$ cat src/rtl/maxnet_pkg.sv
// MaxNet loader shared constants, state enum and weight helper.
// Optional watchdog build macro: MAXNET_TIMEOUT_EN.
package maxnet_pkg;

    localparam int DATA_W = 5;
    localparam int N      = 4;
    localparam int FRAC_W = 3;
    localparam int AW     = $clog2(N);
    localparam int CW     = $clog2(N * N);

    localparam logic [DATA_W-1:0] EPS_CODE = 5'b11111;

    typedef enum logic [2:0] {
        ST_LOAD,
        ST_GEN_W,
        ST_START,
        ST_WAIT,
        ST_RESULT
    } ld_state_t;

    // Self weight is +1.0, every lateral weight is -epsilon.
    function automatic logic [DATA_W-1:0] w_value(
        input logic [AW-1:0] row,
        input logic [AW-1:0] col
    );
        logic [DATA_W-1:0] diag;
        diag         = '0;
        diag[FRAC_W] = 1'b1;
        return (row == col) ? diag : EPS_CODE;
    endfunction

endpackage

$ cat src/rtl/maxnet_weight_gen.sv
// Row-major sweep of the N x N lateral-inhibition matrix.
// Writes one weight per cycle while go is held; last flags the final write.
module maxnet_weight_gen
    import maxnet_pkg::*;
(
    input  logic              clk,
    input  logic              rst,
    input  logic              go,
    output logic              w_wr_en,
    output logic [AW-1:0]     row,
    output logic [AW-1:0]     col,
    output logic [DATA_W-1:0] data,
    output logic              last
);

    logic [CW-1:0] cnt;

    // Sweep counter: advances while go, parked at zero otherwise.
    always_ff @(posedge clk or negedge rst) begin
        if (!rst) begin
            cnt <= '0;
        end else if (go) begin
            cnt <= cnt + 1'b1;
        end else begin
            cnt <= '0;
        end
    end

    assign w_wr_en = go;
    assign row     = cnt[CW-1:AW];
    assign col     = cnt[AW-1:0];
    assign data    = w_value(row, col);
    assign last    = go && (cnt == CW'(N * N - 1));

endmodule

$ cat src/rtl/maxnet_loader.sv
// MaxNet front end: loads scores into X, weights into W, runs the core.
// Define MAXNET_TIMEOUT_EN to add the WAIT-state watchdog and res_err.
module maxnet_loader
    import maxnet_pkg::*;
(
    input  logic              clk,
    input  logic              rst,
    input  logic              in_valid,
    output logic              in_ready,
    input  logic [DATA_W-1:0] in_data,
    output logic              x_wr_en,
    output logic [AW-1:0]     x_wr_addr,
    output logic [DATA_W-1:0] x_wr_data,
    output logic              w_wr_en,
    output logic [AW-1:0]     w_wr_row,
    output logic [AW-1:0]     w_wr_col,
    output logic [DATA_W-1:0] w_wr_data,
    output logic              mn_start,
    input  logic              mn_done,
    input  logic [N:0]        mn_max,
    output logic              res_valid,
    input  logic              res_ready,
    output logic [N:0]        res_max,
    output logic              res_err,
    output logic              busy
);

    ld_state_t     state;
    ld_state_t     nxt;
    logic [AW-1:0] beat;
    logic          accept;
    logic          wg_go;
    logic          wg_last;
    logic          done_seen;
    logic          wd_exp;

    assign in_ready  = (state == ST_LOAD);
    assign busy      = (state != ST_LOAD);
    assign mn_start  = (state == ST_START);
    assign res_valid = (state == ST_RESULT);
    assign accept    = in_valid && in_ready;
    assign x_wr_en   = accept;
    assign x_wr_addr = beat;
    assign x_wr_data = in_data;
    assign wg_go     = (state == ST_GEN_W);
    assign done_seen = (state == ST_WAIT) && mn_done;

    maxnet_weight_gen u_wgen (
        .clk     (clk),
        .rst     (rst),
        .go      (wg_go),
        .w_wr_en (w_wr_en),
        .row     (w_wr_row),
        .col     (w_wr_col),
        .data    (w_wr_data),
        .last    (wg_last)
    );

`ifdef MAXNET_TIMEOUT_EN
    localparam int TIMEOUT_CYC = 64;
    localparam int TW          = $clog2(TIMEOUT_CYC);

    logic [TW-1:0] wd_cnt;
    logic          err_q;

    // Watchdog: counts cycles spent in WAIT, cleared elsewhere.
    always_ff @(posedge clk or negedge rst) begin
        if (!rst) begin
            wd_cnt <= '0;
        end else if (state == ST_WAIT) begin
            wd_cnt <= wd_cnt + 1'b1;
        end else begin
            wd_cnt <= '0;
        end
    end

    // A done in the expiry cycle still wins over the timeout.
    assign wd_exp = (state == ST_WAIT) && !mn_done
                  && (wd_cnt == TW'(TIMEOUT_CYC - 1));

    // Error flag: set on expiry, dropped once the result is taken.
    always_ff @(posedge clk or negedge rst) begin
        if (!rst) begin
            err_q <= 1'b0;
        end else if (done_seen) begin
            err_q <= 1'b0;
        end else if (wd_exp) begin
            err_q <= 1'b1;
        end else if (res_valid && res_ready) begin
            err_q <= 1'b0;
        end
    end

    assign res_err = err_q;
`else
    assign wd_exp  = 1'b0;
    assign res_err = 1'b0;
`endif

    // State register.
    always_ff @(posedge clk or negedge rst) begin
        if (!rst) begin
            state <= ST_LOAD;
        end else begin
            state <= nxt;
        end
    end

    // Beat counter: one step per accepted score, wraps after N-1.
    always_ff @(posedge clk or negedge rst) begin
        if (!rst) begin
            beat <= '0;
        end else if (accept) begin
            beat <= beat + 1'b1;
        end
    end

    // Winner register: captured only from a done seen in WAIT.
    always_ff @(posedge clk or negedge rst) begin
        if (!rst) begin
            res_max <= '0;
        end else if (done_seen) begin
            res_max <= mn_max;
        end else if (wd_exp) begin
            res_max <= '0;
        end
    end

    // Next-state logic.
    always_comb begin
        nxt = state;
        unique case (state)
            ST_LOAD: begin
                if (accept && (beat == AW'(N - 1))) begin
                    nxt = ST_GEN_W;
                end
            end
            ST_GEN_W: begin
                if (wg_last) begin
                    nxt = ST_START;
                end
            end
            ST_START: begin
                nxt = ST_WAIT;
            end
            ST_WAIT: begin
                if (mn_done || wd_exp) begin
                    nxt = ST_RESULT;
                end
            end
            ST_RESULT: begin
                if (res_ready) begin
                    nxt = ST_LOAD;
                end
            end
            default: begin
                nxt = ST_LOAD;
            end
        endcase
    end

endmodule

$ cat config.mk
export PLATFORM = sky130hd
export DESIGN_NAME = maxnet_loader
export DESIGN_NICKNAME = d
export VERILOG_FILES = /design/src/rtl/maxnet_pkg.sv /design/src/rtl/maxnet_weight_gen.sv /design/src/rtl/maxnet_loader.sv
export SDC_FILE = /design/constraint.sdc
export NUM_CORES = 1
export LEC_CHECK = 0
export ABC_AREA = 1
export CAP_MARGIN = 25
export CORE_UTILIZATION = 40
export DETAILED_ROUTE_END_ITERATION = 7
export HOLD_SLACK_MARGIN = 0.15
export MAX_ROUTING_LAYER = met4
export PLACE_DENSITY_LB_ADDON = 0.25
export REMOVE_ABC_BUFFERS = 1
export SYNTH_ARGS = -nofsm -noshare
export SYNTH_HDL_FRONTEND = slang
export SYNTH_SLANG_ARGS = --single-unit
$ cat constraint.sdc
create_clock -name clk -period 2.35 [get_ports clk]
set_clock_uncertainty 0.2 [all_clocks]
set_input_delay 0.47 -clock clk [delete_from_list [all_inputs] [get_ports clk]]
set_output_delay 0.47 -clock clk [all_outputs]
set_load 0.01 [all_outputs]
==> out/metrics.cfg <==
[run_status]
outcome = finished, final reports clean

[place]
gp_congestion = 0.697
portBuffers = 30
dp_cells = 138
post-dp-hpwl_mm = 1.13

[hold_path]
hp-start = res_max[0]
min_path_type = reg2reg

[final_layout]
nets = 137
layout_common_cells = clkdlybuf4s50_1 (21), inv_1 (15), nand2_1 (14), dfrtp_1 (12)
multi_input_area_sq_um = 289
syn2layout_area_growth_pct = 42.9
seqCellArea_sq_um = 353
fillCellCount = 159
final_util = 0.626
layout_commonest_cell = clkdlybuf4s50_1
num_antenna_cells = 0
drive_above_1_share = 0.151
fin_cells = 144

[grt]
grt_busiest_layer = met2
grt_pass1_vias = 532
grt_max_degree = 15
use_met3 = 0.0627
grt_usage = 0.154
grt_use_met2 = 0.245
grt_pass1_wl_mm = 2.19
overflow = 0
met1_usage = 0.166
antenna_found_initial = 0

[worst_setup_path]
critPathRequiredTime_ns = 1.68
r2r_start = state[2]
cpMaxStageDelayCell = clkdlybuf4s50_1
worstSetupStartpoint = state[0]
cpPeakStageDelay_ns = 0.54
critPathKind = reg2out
cp_cell_sequence = or2_4 -> nor2_1 -> clkdlybuf4s50_1
cp-end-kind = primary output
start_kind = flop
worstPathArrival_ns = 1.59
cp_max_fo = 4

[logic_synthesis]
syn_inst = 93
synth_top_cell_by_area = dfrtp_1
yosysWarnings = 0
synth_area_sq_um = 781
synth-seq-area-share = 0.449
synth.distinct_cells = 23
ys_seq_elements = 14
synth.avg_cell_area_sq_um = 8.40
synth_top_area_share = 0.449
synthTopCellsByArea = dfrtp_1 (45%), buf_4 (9.6%), inv_1 (7.2%)

[job]
maxCapViolCount = 0

[die]
coreArea_sq_um = 1780
die_y_um = 46.2
start_util = 0.438
die_w_um = 46.2
io_pins = 43
row_count = 15
dieArea_sq_um = 2130

[timing]
hold_violations = 0
finalCritPeriodShare = 0.962
tightest_slew_ns = 0.618
tns_ns = 0
period_minus_slack_ns = 2.26
fmax_ghz = 0.442
maxSlewViolCount = 0
holdWs_ns = 0.299
rsz0062_at_grt = no
setup_viol = 0
maxSlewHeadroom = 0.586

[detailed_routing]
num_vias = 656
wire_per_inst_um = 10.6
wl_mm = 1.52
postRouteAntennaNets = 0
drt_iter0_markers = 18
vias_per_cell = 4.56
route.detailed.drc = 0
drt_pass1_iterations = 4

[power]
ir_worst_vdd_mv = 0.616
power_uw = 1370
cellPowerDensity_nw_per_um2 = 1230
p_leak_uw = 0.000626

[clocking]
cts_tree = yes
cts_root_buf = clkbuf_4
clkSinkCount = 14
hold_buffers = 0
insertion_delay_ns = 0.29
numCtsBuffers = 3
cts_htree_levels = 1
clockBufferDepth = 2
clkTransAtPathRegs_ns = 0.10

final timing paths:
check,endpoint,slack [ns],cells past startpoint
min reg2reg,res_max[0],0.30,2
min,res_max[0],0.30,2
min in group asynchronous,u_wgen.cnt[3],0.36,1
max,mn_start,0.09,3
max in group asynchronous,state[0],1.16,1
max reg2reg,res_max[3],0.87,4
Yosys cell counts:
cell type and n:
ha_1 2, clkinv_4 1, conb_1 2, nor2_4 1, o21ai_1 5, nor3_1 1
nand2_4 1, xnor2_2 1, nand2_2 1, nand3_2 1, or2_4 1, buf_4 10
inv_1 15, nand2_1 14, nor2_2 1, dfrtp_1 14, xnor2_1 1, buf_2 1
nand4_1 1, o21ai_0 5, nand3_1 4, a21oi_1 2, nor2_1 8
routing by layer:
layer / vias up / share of wire
met5: - / 0
met4: 0 / 0.0046
met3: 2 / 0.067
met2: 31 / 0.50
met1: 296 / 0.42
li1: 327 / -
stage by stage:
stage | area [sq um] | setup WS, ns
6_report | 1120 | 0.0885
5_1_grt | 1120 | 0.0304
4_1_cts | 1090 | 0.00144
3_5_place_dp | 1040 | 0.0347
3_3_place_gp | 1040 | 0.0499
2_1_floorplan | 701 | 0.232
worst max-delay path, delay by kind of cell (launching register included):
family / cells / cell delay [ns]
buf+inv: 1 / 0.54
flops: 1 / 0.42
simple gates: 2 / 0.35
cells by family (layout without fill, tap and decap cells):
kind of cell	after synthesis	in the layout	synth area share
simple gates	34	34	0.215
buf+inv	27	53	0.186
flops	14	14	0.449
compound gates	12	12	0.0769
fa+ha+maj	2	2	0.0320
other cells	2	2	0.00962
xor+xnor	2	2	0.0321
flip-flops by register name, summed over array words and instances (netlist names):
register and flops:
x_wr_addr 2, state 3, res_max 5, u_wgen.cnt 4
power by group:
| part | switching (uW) | internal (uW) |
|---|---|---|
| registers | 78.2 | 336 |
| logic | 363 | 413 |
| clock network | 85.6 | 94.3 |
area by class of cell:
class | instances | area share
inverter | 16 | 0.0583
timing repair buffer | 33 | 0.306
clock buffer | 4 | 0.0325
multi-input combinational | 52 | 0.259
sequential | 14 | 0.316
tap | 25 | 0.0280
timing repair:
action,4_1_cts,5_1_grt
pin swaps,0,0
gates resized for setup,4,9
setup endpoints to repair,7,8
setup buffers,1,1
gates cloned,0,0
No activity file was read; power rests on OpenSTA's default activity.
